## src/rtl/arb_pkg.sv

```systemverilog
// Shared definitions for the three-way port arbiter: selector codes,
// output-stage state encoding and the round-robin pointer increment.
package arb_pkg;

   typedef logic [1:0] sel_t;

   localparam sel_t SEL_IN1 = 2'b00;
   localparam sel_t SEL_IN2 = 2'b01;
   localparam sel_t SEL_IN3 = 2'b10;

   // Output stage occupancy; the FULL state is what out_valid reports.
   typedef enum logic {
      ST_EMPTY = 1'b0,
      ST_FULL  = 1'b1
   } state_t;

   // Mod-3 increment over the selector codes (SEL_IN3 wraps to SEL_IN1).
   function automatic sel_t next_rr(input sel_t p);
      return (p == SEL_IN3) ? SEL_IN1 : sel_t'(p + 2'd1);
   endfunction

endpackage

```

## src/rtl/mux3_1.sv

```systemverilog
// 3:1 word selector driven by a 2-bit selector code.
module mux3_1
   import arb_pkg::*;
#(
   parameter int Nbits = 16
) (
   input  logic [1:0]       sel,
   input  logic [Nbits-1:0] in1,
   input  logic [Nbits-1:0] in2,
   input  logic [Nbits-1:0] in3,
   output logic [Nbits-1:0] out
);

   // Select the word named by sel; the unused code yields zero.
   always_comb begin
      // NOTE: out gets a value before the case so no path leaves it unassigned (no latch).
      out = '0;
      unique case (sel)
         SEL_IN1: out = in1;
         SEL_IN2: out = in2;
         SEL_IN3: out = in3;
         default: out = '0;
      endcase
   end

endmodule

```

## src/rtl/port_arbiter3.sv

```systemverilog
// Round-robin arbiter sharing one Nbits-wide port among three requesters,
// with a single registered output word under a valid/ready handshake.
module port_arbiter3
   import arb_pkg::*;
#(
   parameter int Nbits = 16
) (
   input  logic             clk,
   input  logic             rst,
   input  logic [2:0]       req,
   input  logic [Nbits-1:0] in1,
   input  logic [Nbits-1:0] in2,
   input  logic [Nbits-1:0] in3,
   output logic [2:0]       gnt,
   output logic             out_valid,
   input  logic             out_ready,
   output logic [Nbits-1:0] out_data,
   output logic [1:0]       out_src
);

   state_t           r_state;
   state_t           w_state_next;
   sel_t             r_ptr;
   logic [Nbits-1:0] r_data;
   sel_t             r_src;

   logic             w_free;
   logic             w_grant;
   sel_t             w_win;
   logic [2:0]       w_gnt;
   logic [Nbits-1:0] w_mux_out;

   // The stage can load when it is empty or its word leaves at this edge.
   assign w_free = (r_state == ST_EMPTY) || out_ready;

   // Scan requests from the priority pointer and pick the first one set.
   always_comb begin
      sel_t v_cand;
      w_grant = 1'b0;
      w_win   = r_ptr;
      v_cand  = r_ptr;
      if (!rst && w_free) begin
         for (int k = 0; k < 3; k++) begin
            if (!w_grant && req[v_cand]) begin
               w_grant = 1'b1;
               w_win   = v_cand;
            end
            v_cand = next_rr(v_cand);
         end
      end
      w_gnt = w_grant ? (3'b001 << w_win) : 3'b000;
   end

   mux3_1 #(.Nbits(Nbits)) u_mux (
      .sel (w_win),
      .in1 (in1),
      .in2 (in2),
      .in3 (in3),
      .out (w_mux_out)
   );

   // Output stage next state: any grant fills it, a consume without grant empties it.
   always_comb begin
      w_state_next = r_state;
      unique case (r_state)
         ST_EMPTY: if (w_grant) w_state_next = ST_FULL;
         ST_FULL: begin
            if (w_grant)        w_state_next = ST_FULL;
            else if (out_ready) w_state_next = ST_EMPTY;
         end
         default: w_state_next = ST_EMPTY;
      endcase
   end

   // Output stage state register.
   always_ff @(posedge clk) begin
      // NOTE: sequential state uses non-blocking assignments so every register samples pre-edge values.
      if (rst) r_state <= ST_EMPTY;
      else     r_state <= w_state_next;
   end

   // Capture the granted word and advance the pointer past the winner.
   always_ff @(posedge clk) begin
      if (rst) begin
         r_data <= '0;
         r_src  <= SEL_IN1;
         r_ptr  <= SEL_IN1;
      end else if (w_grant) begin
         r_data <= w_mux_out;
         r_src  <= w_win;
         r_ptr  <= next_rr(w_win);
      end
   end

   assign gnt       = w_gnt;
   assign out_valid = (r_state == ST_FULL);
   assign out_data  = r_data;
   assign out_src   = r_src;

endmodule

```

## config.mk

```make
export PLATFORM = sky130hd
export DESIGN_NAME = port_arbiter3
export DESIGN_NICKNAME = d
export VERILOG_FILES = /design/src/rtl/arb_pkg.sv /design/src/rtl/mux3_1.sv /design/src/rtl/port_arbiter3.sv
export SDC_FILE = /design/constraint.sdc
export NUM_CORES = 1
export LEC_CHECK = 0
export CORE_MARGIN = 5
export CORE_UTILIZATION = 35
export DETAILED_ROUTE_END_ITERATION = 6
export GPL_TIMING_DRIVEN = 0
export PLACE_DENSITY = 0.74
export REMOVE_ABC_BUFFERS = 1
export SLEW_MARGIN = 20
export SYNTH_ARGS = -nofsm -noshare
export SYNTH_HDL_FRONTEND = slang
export SYNTH_SLANG_ARGS = --single-unit
```

## constraint.sdc

```tcl
create_clock -name clk -period 2.7 [get_ports clk]
set_input_delay 0.54 -clock clk [delete_from_list [all_inputs] [get_ports clk]]
set_output_delay 0.54 -clock clk [all_outputs]
set_load 0.01 [all_outputs]
```

==> impl_metrics.yaml, run 1 <==
min_path:
  hold_depth: 2
  whs_endpoint: "out_src[0]$_SDFFE_PP0P_"
  hold_start: "out_src[0]$_SDFFE_PP0P_"
  hold_class: "reg -> reg"
clocking:
  root_buffer: "clkbuf_8"
  cts_max_path_buffers: 2
  cts.clk_slew.worst_paths_ps: 70
  htreeDepth: 1
  clock_latency_ps: 250
  cts_sinks: 21
  cts_inserted_buffers: 3
  cts_tree: "built"
synth:
  synth.avg_cell_area_um2: 7.83
  yosysUniqueCellTypes: 34
  async_flop_share: 0
  ys_seq_area_frac: 0.326
  ys_ff_latch: 21
  synth_cells: 165
  yosys_warnings: 0
  synth-edff-count: 0
  synthFlopType: "dfxtp_1"
  syn-cell-area_mm2: 0.00129
detailed_routing:
  drt_first_iter_violations: 67
  drt.antenna.violating_nets: 0
  routedWlPerCell_um: 14.4
  routed_wl_um: 4100
  avgViaCountPerCell: 5.07
  vias: 1441
  drt_drc_violations_left: 0
  firstDrtPassIters: 4
timing:
  report.final.slew_viol_count: 0
  hold_viol_final: 0
  slew_headroom: 0.446
  rsz0062_at_grt: "yes"
  min_period_over_period: 0.977
  worst_pin_slew_ps: 832
  skew_ps: 1.97
  setup_viol: 0
  max_freq_ghz: 0.379
  period_minus_slack_ps: 2640
global_routing:
  grt_pass1_vias: 1391
  grtUsageMet2: 0.270
  grt_max_degree: 36
  grt_pass1_wl_um: 6550
  grt.busiest_layer: "met2"
  met3_usage: 0.0313
  track_usage: 0.158
  grt_use_met1: 0.202
  grt-ovfl-total: 0
  antenna_found_initial: 0
critical_path:
  cp_cell_sequence: "clkdlybuf4s50_1 > nor2b_4 > nor2_1 > o2111ai_1 > inv_1 > clkdlybuf4s50_1"
  reg2reg_to: "out_data[7]$_SDFFE_PP0P_"
  cp-start-kind: "primary input"
  r2r_start: "out_valid$_SDFF_PP0_"
  cpPeakStageDelay_ps: 530
  critPathArrivalTime_ps: 2100
  end_kind: "primary output"
  startpoint: "out_ready"
  reg2reg_depth: 7
  required_ps: 2160
  rrSetupSlack_ps: 730
  path_common_cell: "clkdlybuf4s50_1"
  slowest_stage: "clkdlybuf4s50_1"
  crit_fanout: 3
  path_class: "in -> out"
floorplanning:
  core_mm2: 0.00361
  die_area_mm2: 0.00500
  die_x_um: 70.7
  ios: 76
  initial_core_util: 0.358
  num_rows: 22
  die_y_um: 70.7
finish:
  fin_cells: 284
  fill_cells: 346
  drive_gt1_frac: 0.0720
  layout.nets: 291
  finish.instance_area_mm2: 0.00213
  ff_latch_area_um2: 420
  multiInputGateArea_um2: 813
  area.growth.synth_to_final_pct: 64.8
  diodes: 0
pwr:
  clkPwrFrac: 0.214
  p_leak_nw: 0.810
  pwr-share-seq: 0.408
  power.switching_uw: 275
  netSwitchingFraction: 0.293
  ir_worst_vdd_uv: 225
  internal_power_uw: 663
  p_per_area_mw_per_mm2: 441
  combPwrFrac: 0.378
place:
  placed_cells: 276
  dpl_cell_area_mm2: 0.00204
  portBuffers: 75
  hpwl_um: 2930
  place.gp.congestion: 0.827
run:
  max_cap_viol_count: 0
status:
  run_status: "finished clean"
## state kept, by name (all words and copies together), names as in the netlist
| signal | cells |
|---|---|
| r_ptr | 2 |
| out_data | 16 |
| out_src | 2 |
| out_valid | 1 |
## Yosys cell counts, drive strengths merged, types with 2 or more instances
library cell,number,area [µm²]
o22ai,15,93.8
buf,10,63.8
nor2b,3,21.3
a31oi,2,12.5
o21ai,17,92.6
dfxtp,21,420
clkbuf,2,7.51
o2111ai,2,17.5
a21oi,10,53.8
nand3,2,10.0
inv,3,11.3
a211oi,3,35.0
nor2,23,88.8
a22oi,15,118
nand2,6,22.5
nand2b,21,131
## stage by stage
stage	hold WS, ps	TNS, ps	power [mW]	setup slack [ps]	util
finish	474	0	0.938	62.8	0.590
detailed placement	464	-2560	0.739	-754	0.565
global route	513	-72.9	0.998	-72.9	0.590
global placement	462	-4300	0.731	-765	0.563
CTS	476	0	0.944	1.38	0.587
floorplan	489	0	0.536	644	-
## cell families after synthesis
| family | count (synthesis) | share of synthesized area |
|---|---|---|
| flip-flops | 21 | 0.326 |
| AO/OA/AOI/OAI | 70 | 0.375 |
| AND/OR/NAND/NOR | 59 | 0.235 |
| buffers and inverters | 15 | 0.0640 |
## placed cells by master (no fill, tap or decap), types with 2 or more instances in the layout
master / count
nor2_1: 22
o22ai_1: 15
a31oi_1: 2
o2111ai_1: 2
nand3_1: 2
a22oi_1: 14
dlygate4sd2_1: 4
clkdlybuf4s50_1: 70
buf_4: 4
clkbuf_8: 3
a211oi_1: 2
dfxtp_1: 21
inv_1: 3
a21oi_1: 9
nand2b_1: 21
nor2b_4: 2
o21ai_0: 15
nand2_1: 6
o21ai_2: 2
## how the worst max path moves through the flow
stage          depth (start not counted)  slack (ps)      to
3_5_place_dp                           5        -750  gnt[2]
6_report                               6          60  gnt[1]
2_1_floorplan                          3         640  gnt[2]
3_3_place_gp                           5        -760  gnt[2]
4_1_cts                                6           1  gnt[2]
5_1_grt                                6         -70  gnt[1]
## routing by layer
| layer | up-vias | share of wire | wire (µm) |
|---|---|---|---|
| met4 | 0 | 0.0083 | 34 |
| met1 | 645 | 0.45 | 1840 |
| met3 | 2 | 0.060 | 245 |
| li1 | 748 | - | - |
| met5 | - | 0 | 0 |
| met2 | 46 | 0.48 | 1980 |
## cell type report
cell class,count,share of cell area
Multi-Input combinational cell,129,0.382
Timing Repair Buffer,79,0.366
Sequential cell,21,0.198
Tap cell,48,0.0282
Clock buffer,4,0.0212
Inverter,3,0.00529
## what timing repair did
| item | 4_1_cts | 5_1_grt |
|---|---|---|
| setup buffers | 4 | 0 |
| hold buffers | 0 | 0 |
| setup endpoints to repair | 3 | 2 |
| gates resized for setup | 6 | 3 |
| pin swaps | 2 | 0 |
## power groups by stage
stage / Sequential, mW / Clock (mW) / Combinational (mW)
2_1_floorplan: 0.406 / 0 / 0.129
3_3_place_gp: 0.387 / 0 / 0.344
3_5_place_dp: 0.390 / 0 / 0.349
4_1_cts: 0.382 / 0.206 / 0.356
5_1_grt: 0.390 / 0.225 / 0.383
6_report: 0.383 / 0.201 / 0.354
## worst max-delay path: cells and delay by family
family                 cells  cell delay [ps]
AO/OA/AOI/OAI              1              200
buffers and inverters      3             1140
AND/OR/NAND/NOR            2              210
Power figures use the tool's default switching activity.
==> run 2: changes to the inputs <==
--- a/config.mk
+++ b/config.mk
@@ -5,12 +5,14 @@
 export SDC_FILE = /design/constraint.sdc
 export NUM_CORES = 1
 export LEC_CHECK = 0
+export ABC_AREA = 1
 export CORE_MARGIN = 5
 export CORE_UTILIZATION = 35
 export DETAILED_ROUTE_END_ITERATION = 6
 export GPL_TIMING_DRIVEN = 0
-export PLACE_DENSITY = 0.74
+export PLACE_DENSITY = 0.69
 export REMOVE_ABC_BUFFERS = 1
+export SETUP_SLACK_MARGIN = 0.15
 export SLEW_MARGIN = 20
 export SYNTH_ARGS = -nofsm -noshare
 export SYNTH_HDL_FRONTEND = slang
==> run 2 against run 1 <==
Against the previous run: worst setup slack improved by 91 ps; core utilization decreased by 2.5 points; critical path type unchanged; non-clock buffer count increased by 5; clock power increased by 3%; combinational power increased by 110%; design area increased by 17%; clock skew increased by 0.85 ps; final cell count increased by 24%; maximum frequency increased by 3.6%; via count increased by 22%.
==> impl_metrics.yaml, run 2 <==
status:
  run_status: "finished clean"
synth:
  synth_cells: 225
  ys_top_cells_by_area: "dfxtp_1, nand3_1, nand2_1, nand3_2, a21oi_2"
  async_flop_share: 0
  ys_seq_area_frac: 0.261
  netlist_top_cells_count: "nand3_1, nand2_1, dfxtp_1, nand3_2"
  synth_most_common_cell: "nand3_1"
  yosysUniqueCellTypes: 23
  yosys_warnings: 0
  synth-edff-count: 0
  syn-cell-area_mm2: 0.00161
  synth.avg_cell_area_um2: 7.16
  yosys.area.top_type_share: 0.261
  ys_ff_latch: 21
  synthFlopType: "dfxtp_1"
  synth_area_leader_cell: "dfxtp_1"
finish:
  layout.nets: 355
  fin_util: 0.565
  fin_cells: 352
  multiInputGateArea_mm2: 0.00106
  final_common_cell: "clkdlybuf4s50_1"
  final_cell_mix: "clkdlybuf4s50_1, nand3_1, nand2_1"
  diodes: 0
  ff_latch_area_um2: 425
  area.growth.synth_to_final_pct: 54.9
  drive_gt1_frac: 0.280
  largest_reg_flops: 16
  fill_cells: 465
detailed_routing:
  avgViaCountPerCell: 4.97
  drt_drc_violations_left: 0
  drt.antenna.violating_nets: 0
  vias: 1751
  routedWlPerCell_um: 13.8
  drt_first_iter_violations: 78
  firstDrtPassIters: 4
  routed_wl_um: 4860
place:
  place.gp.congestion: 0.819
  placed_cells: 337
  portBuffers: 75
  hpwl_um: 3210
run:
  max_cap_viol_count: 0
timing:
  slew_headroom: 0.351
  skew_ps: 2.83
  hold_viol_final: 0
  min_period_over_period: 0.943
  hold_ws_ps: 471
  setup_viol: 0
  report.final.slew_viol_count: 0
  worst_pin_slew_ps: 972
  rsz0062_at_grt: "yes"
  period_minus_slack_ps: 2550
  max_freq_ghz: 0.393
critical_path:
  required_ps: 2160
  cp-start-kind: "primary input"
  cpPeakStageDelay_ps: 430
  path_class: "in -> out"
  cp_cell_sequence: "clkdlybuf4s50_1 > o21ai_2 > inv_2 > nor2_1 > inv_2 > nand2_8 > inv_12 > nor2_1 > nand2_1 > inv_1 > clkdlybuf4s15_2"
  cp_top_family: "buffers and inverters"
  critPathArrivalTime_ps: 2010
  crit_fanout: 4
  end_kind: "primary output"
  path_buf_inv: 6
  slowest_stage: "clkdlybuf4s50_1"
clocking:
  cts.clk_slew.worst_paths_ps: 80
  root_buffer: "clkbuf_8"
  htreeDepth: 1
  cts_inserted_buffers: 3
  cts_max_path_buffers: 2
  cts_tree: "built"
  cts_sinks: 21
  clock_latency_ps: 260
floorplanning:
  core_mm2: 0.00441
  die_area_mm2: 0.00606
  die_y_um: 77.9
  num_rows: 24
  initial_core_util: 0.365
  ios: 76
  die_x_um: 77.9
global_routing:
  grt_pass1_wl_um: 8190
  grt-ovfl-total: 0
  grt_max_degree: 33
  track_usage: 0.163
  antenna_found_initial: 0
  grt_pass1_vias: 1780
pwr:
  p_per_area_mw_per_mm2: 529
  p_total_mw: 1.32
  ir_worst_vdd_uv: 230
  p_leak_nw: 0.991
min_path:
  hold_class: "reg -> reg"
[run 2: cell types whose count changed after synthesis, sizes merged, moves of 8 or more]
| cell | delta |
|---|---|
| o21ai | -15 |
| o22ai | -15 |
| a22oi | -15 |
| nand2 | +50 |
| nand2b | -21 |
| a21oi | +12 |
| nand3 | +70 |
| inv | +15 |
| nor2 | -8 |
[run 2: logic make-up (layout without fill, tap and decap cells)]
family / count (synthesis) / count (layout) / share of synthesized area
buffers and inverters: 33 / 107 / 0.125
AO/OA/AOI/OAI: 24 / 24 / 0.114
AND/OR/NAND/NOR: 147 / 148 / 0.500
flip-flops: 21 / 21 / 0.261
[run 2: what timing repair did]
action,CTS,global route
setup endpoints to repair,23,19
pin swaps,6,4
setup buffers,8,1
hold buffers,0,0
gates cloned,2,0
gates resized for setup,44,5
[run 2: power breakdown]
group / internal [mW] / switching (mW)
logic: 0.324 / 0.410
registers: 0.351 / 0.0299
clock network: 0.103 / 0.104
[run 2: layout make-up]
type                            instances  share of cell area
Timing Repair Buffer                   84               0.324
Tap cell                               52              0.0261
Timing Repair inverter                  1             0.00201
Clock buffer                            3              0.0165
Clock inverter                          1             0.00201
Inverter                               18              0.0356
Multi-Input combinational cell        172               0.424
Sequential cell                        21               0.170
[run 2: path summary, 6_finish.rpt]
path                              end  cells past startpoint  slack (ps)                startpoint
max                            gnt[0]                     11         150                 out_ready
min          out_data[1]$_SDFFE_PP0P_                      2         470  out_data[1]$_SDFFE_PP0P_
max reg2reg  out_data[9]$_SDFFE_PP0P_                     12         340     r_ptr[1]$_SDFFE_PP0P_
min reg2reg  out_data[1]$_SDFFE_PP0P_                      2         470  out_data[1]$_SDFFE_PP0P_
[run 2: metrics by stage]
stage / worst slack [ps] / instance area [µm²] / TNS, ps
after global placement: -1850 / 2300 / -22980
after floorplan: 221 / 1490 / 0
after detailed placement: -1840 / 2300 / -23990
after CTS: 161 / 2500 / 0
final: 154 / 2500 / 0
after global routing: 36.0 / 2500 / 0
[run 2: tightest hold or removal path, stage by stage (launching register included)]
cell and delay (ps):
dfxtp_1 320, nand2_1 60, a21oi_1 50
[run 2: metal layers]
metal	up-vias	wire, µm	track usage
li1	899	-	-
met3	6	449	0.0671
met4	0	72	0.0498
met5	-	0	0
met2	54	2310	0.275
met1	792	2030	0.187
==> run 3: changes to the inputs <==
--- a/config.mk
+++ b/config.mk
@@ -10,7 +10,7 @@
 export CORE_UTILIZATION = 35
 export DETAILED_ROUTE_END_ITERATION = 6
 export GPL_TIMING_DRIVEN = 0
-export PLACE_DENSITY = 0.69
+export PLACE_DENSITY = 0.72
 export REMOVE_ABC_BUFFERS = 1
 export SETUP_SLACK_MARGIN = 0.15
 export SLEW_MARGIN = 20
==> constraint.sdc (replaced) <==
create_clock -name clk -period 2.1 [get_ports clk]
set_input_delay 0.42 -clock clk [delete_from_list [all_inputs] [get_ports clk]]
set_output_delay 0.42 -clock clk [all_outputs]
set_load 0.01 [all_outputs]
==> run 3 against run 2 <==
Against the previous run: the run now ends with setup timing left; sequential share of layout area fell by 2.0 points; design area rose by 14%; count of clock-buffer cells in the layout rose by 1; routed wire length rose by 20%; largest power group unchanged; core utilization rose by 7.8 points; worst hold slack barely moved; sequential power rose by 31%; worst setup slack got worse by 290 ps; clock power rose by 31%.
==> impl_metrics.yaml, run 3 (same netlist as run 2, synthesis figures left out) <==
floorplanning:
  core_mm2: 0.00441
  num_rows: 24
  die_y_um: 77.9
  die_x_um: 77.9
  initial_core_util: 0.365
  die_area_mm2: 0.00606
  ios: 76
clocking:
  root_buffer: "clkbuf_8"
  cts_max_path_buffers: 2
  cts.clk_slew.worst_paths_ps: 80
  cts_inserted_buffers: 3
  clock_latency_ps: 260
  holdBufCountCts: 0
  cts_sinks: 21
  cts_tree: "built"
  htreeDepth: 1
finish:
  area.growth.synth_to_final_pct: 76.2
  final_common_cell: "clkdlybuf4s50_1"
  multiInputGateArea_mm2: 0.00117
  fin_util: 0.643
  diodes: 0
  largest_reg_flops: 16
  drive_gt1_frac: 0.371
  layout.nets: 376
  ff_latch_area_um2: 428
  final_cell_mix: "clkdlybuf4s50_1, nand3_1, nand2_1"
  fill_cells: 376
pwr:
  p_leak_nw: 1.13
  p_per_area_mw_per_mm2: 691
  ir_worst_vdd_uv: 294
detailed_routing:
  drt.antenna.violating_nets: 0
  vias: 1923
  routedWlPerCell_um: 15.6
  routed_wl_um: 5830
  drt_drc_violations_left: 0
  drt_first_iter_violations: 130
  avgViaCountPerCell: 5.16
  firstDrtPassIters: 4
timing:
  worst_pin_slew_ps: 325
  rsz0062_at_grt: "yes"
  report.final.slew_viol_count: 0
  setup_slack_ps: -137
  tns_ps: -369
  min_period_over_period: 1.07
  setup_viol: 4
  period_minus_slack_ps: 2240
  hold_viol_final: 0
  max_freq_ghz: 0.447
  slew_headroom: 0.783
  hold_ws_ps: 471
  skew_ps: 3.28
critical_path:
  end_kind: "primary output"
  path_class: "reg -> out"
  r2r_start: "r_ptr[1]$_SDFFE_PP0P_"
  cp-start-kind: "flop"
  required_ps: 1680
  crit_fanout: 18
  startpoint: "r_ptr[1]$_SDFFE_PP0P_"
  critPathArrivalTime_ps: 1820
global_routing:
  grt-ovfl-total: 0
  antenna_found_initial: 0
  grt_max_degree: 22
  track_usage: 0.189
  grt_pass1_vias: 1957
  grt_pass1_wl_um: 9430
status:
  violations: "setup timing"
  run_status: "finished, violations left"
place:
  preCtsSetupSlack_ps: -2220
  hpwl_um: 3280
  place.gp.congestion: 0.823
  portBuffers: 75
min_path:
  hold_class: "reg -> reg"
  hold_start: "out_data[0]$_SDFFE_PP0P_"
run:
  max_cap_viol_count: 0
[run 3: cell count changes in the layout (fill, tap and decap cells not counted), moves of 3 or more]
cell / delta
nor2_1: -3
nand3_4: +3
buf_4: +11
buf_6: +11
nor2_4: +5
nand2_2: +5
nand2_1: -7
[run 3: worst max-delay path, cell delays in order (launching register included)]
cell and delay, ps:
dfxtp_4 450, nor2_4 60, nand2_2 90, nand3_4 120, nor3_4 330, nor2_4 100, buf_12 170, nand2_2 90
inv_2 40, buf_6 110
[run 3: cell type report]
class	count	share of cell area
timing repair buffer	104	0.362
multi-input combinational	173	0.412
sequential	21	0.151
timing repair inverter	1	0.00264
inverter	18	0.0339
clock buffer	4	0.0159
tap	52	0.0229
[run 3: metrics by stage]
step,total power [mW],instances,area [µm²]
final,1.96,373,2840
after global routing,2.09,373,2840
after CTS,1.89,369,2750
after detailed placement,1.32,337,2300
after global placement,1.31,337,2300
after floorplan,0.993,210,1490
[run 3: report_power, final]
part | switching, mW | internal [mW]
Clock | 0.137 | 0.135
Combinational | 0.626 | 0.568
Sequential | 0.0444 | 0.451
[run 3: final timing paths]
kind | to | slack (ps) | cells after the start
max | gnt[0] | -140 | 9
min | out_data[0]$_SDFFE_PP0P_ | 470 | 2
max reg2reg | r_ptr[0]$_SDFFE_PP0P_ | -110 | 18
min reg2reg | out_data[0]$_SDFFE_PP0P_ | 470 | 2
[run 3: metal layers]
metal | up-vias | share of wire | track usage
met4 | 0 | 0.0094 | 0.0464
met2 | 64 | 0.53 | 0.340
li1 | 947 | - | -
met3 | 6 | 0.076 | 0.0509
met1 | 906 | 0.38 | 0.219
met5 | - | 0 | 0
[run 3: what timing repair did]
item	CTS	global route
setup buffers	25	4
cloned	3	0
setup endpoints to repair	23	22
gates resized for setup	77	17
pin swaps	14	7
hold endpoints to repair	0	0
==> RTL edit, RTL diff (flow settings as in run 1) <==
`Nbits` is set to 16 in 2 places; all go to 32.
--- a/src/rtl/mux3_1.sv
+++ b/src/rtl/mux3_1.sv
@@ -2,7 +2,7 @@
 module mux3_1
    import arb_pkg::*;
 #(
-   parameter int Nbits = 16
+   parameter int Nbits = 32
 ) (
    input  logic [1:0]       sel,
    input  logic [Nbits-1:0] in1,
--- a/src/rtl/port_arbiter3.sv
+++ b/src/rtl/port_arbiter3.sv
@@ -3,7 +3,7 @@
 module port_arbiter3
    import arb_pkg::*;
 #(
-   parameter int Nbits = 16
+   parameter int Nbits = 32
 ) (
    input  logic             clk,
    input  logic             rst,
Ports: changed (resized in1, in2, in3 and out_data); port bits go from 76 to 140. The function was not compared with the original's and may differ.
==> RTL edit against run 1 <==
Wire length increased by 110%; combinational power is 81% higher; total power rose by 77%; largest power group is now combinational logic; register-to-register slack got worse by 50 ps; clock power increased by 93%; sequential cell count rose by 16; synthesized area increased by 85%; cell area increased by 85%; utilization down 0.55 points; critical endpoint unchanged; setup slack improved by 33 ps; critical path depth unchanged.
==> RTL edit: results (changes against run 1) <==
Logic synthesis
  • Distinct cells, synth: 40 (+18%)
  • Multiplexer share of the synthesized area: 0 (unchanged)
  • Post-Synth Adder-Cell Area: 0 (unchanged)
  • Register area share after synthesis: 0.311 (-0.0148)
  • Synth Area in Compound Gates: 0.505 (+0.130)
  • Largest cells by area after synthesis: dfxtp_1 (31%), a221oi_2 (17%), o21ai_0 (9.2%)
  • Syn. warnings: 0 (unchanged)
  • Syn_area_per_cell: 9.20 sq um (+18%)
  • FFs w/ async S/R, synth: 0 (unchanged)
  • Commonest cells post-synth: o21ai_0 (44), a21oi_1 (40), dfxtp_1 (37)
  • XOR/XNOR Fraction of Synth Area: 0 (unchanged)

Pwr
  • Max VDD drop: 0.000182 V (-19%)
  • Switching share of power: 0.323 (+0.0294)
  • Clock power share: 0.233 (+0.019)
  • Flop pwr share: 0.383 (-0.025)
  • Leak: 1.45 nW (+79%)
  • Total internal power: 1.13 mW (+70%)

Min path
  • Worst Hold Depth: 2 (unchanged)
  • Hold Path Class: flip-flop to flip-flop

Finish
  • Fillers: 596 (+72%)
  • Final nets: 491 (+69%)
  • Antenna diode count: 0 (unchanged)
  • Multi-input gate area: 1500 sq um (+84%)
  • Max reg flops: 32 (+16)
  • Share of layout cells above drive strength 1: 0.192 (+0.120)

Placed design
  • RePlAce Congestion: 0.830 (+0.45%)
  • Area post-placement: 3770 sq um (+85%)
  • Dpl cells: 458 (+66%)
  • DPL Wire Length: 6140 um (+110%)
  • Worst Setup Slack post-DPL: -960 ps (-207 ps)
  • IO Port Bufs: 139 (+85%)

Global routing
  • Largest net degree at the start of global routing: 35 (-2.8%)
  • Global-route wire length before repair: 13600 um (+110%)
  • Antenna violations before repair: 0 (unchanged)
  • GRT Overall Usage: 0.196 (+0.0385)

Worst setup path
  • CP max stage delay: 540 ps
  • CP max-delay cell: clkdlybuf4s50_1
  • Reg2reg setup slack: 680 ps (-50 ps)
  • Crit-path max FO: 6 (+3)
  • Top Family by Delay on Critical Path: buffers and inverters
  • Worst EP arrival: 2060 ps (-40 ps)
  • R2R cell count: 7 (unchanged)

Run status
  • Status: finished clean

Drt
  • Via density: 5.66 (+11%)
  • DR iter-0 viols: 100 (+49%)
  • Pre-antenna DRT Iters: 4 (unchanged)
  • DR WL/cell: 18.5 um (+29%)
  • Via count: 2659 (+85%)

CTS
  • Root Buffer: clkbuf_8
  • H-tree depth: 2 (+1)
  • Skew-Pair Late Insertion Delay: 290 ps (+40 ps)
  • CTS Buf Count: 5 (+2)
  • CTS max path bufs: 2 (unchanged)
  • Worst-path clk slew: 80 ps

STA
  • Worst hold margin: 484 ps (+10.1 ps)
  • Worst Tran Pin Value: 757 ps (-74.9 ps)
  • Setup Skew: 6.32 ps (+4.35 ps)
  • Final worst slack: 96.1 ps (+33.3 ps)

Job
  • # Max-Cap Violations: 0 (unchanged)
==> RTL edit: worst paths after layout <==
| kind | from | endpoint |
|---|---|---|
| max | out_ready | gnt[1] |
| min | out_src[0]$_SDFFE_PP0P_ | out_src[0]$_SDFFE_PP0P_ |
| min reg2reg | out_src[0]$_SDFFE_PP0P_ | out_src[0]$_SDFFE_PP0P_ |
| max reg2reg | r_ptr[1]$_SDFFE_PP0P_ | out_data[13]$_SDFFE_PP0P_ |
==> RTL edit: timing repair <==
action / CTS / global route
cloned: 1 / 0
endpoints found under the setup margin: 35 / 3
gates resized for setup: 19 / 10
setup buffers: 3 / 0
==> RTL edit: area by class of cell <==
| class | instances | share of cell area |
|---|---|---|
| clock buffers | 6 | 0.0185 |
| inverters | 3 | 0.00446 |
| flip-flops and latches | 37 | 0.189 |
| well taps | 80 | 0.0255 |
| multi-input cells | 195 | 0.381 |
| repair buffers | 146 | 0.377 |
| clock inverters | 2 | 0.00255 |
| repair inverters | 1 | 0.00127 |
==> RTL edit: routing by layer <==
metal,global-route usage,wire length [um],share of wire,vias to the layer above
li1,-,-,-,1267
met1,0.247,3780,0.43,1270
met2,0.337,4230,0.48,112
met3,0.0496,617,0.071,10
met4,0.0446,95,0.011,0
met5,0,0,0,-
==> RTL edit: worst min-delay path: stages (launching register included) <==
cell,delay (ps)
dfxtp_1,310
o21ai_0,70
a21oi_1,60
==> RTL edit: logic make-up (layout without fill, tap and decap cells) <==
| logic type | after synthesis | after routing |
|---|---|---|
| AO/OA/AOI/OAI | 148 | 148 |
| AND/OR/NAND/NOR | 47 | 47 |
| flip-flops | 37 | 37 |
| buffers and inverters | 27 | 158 |
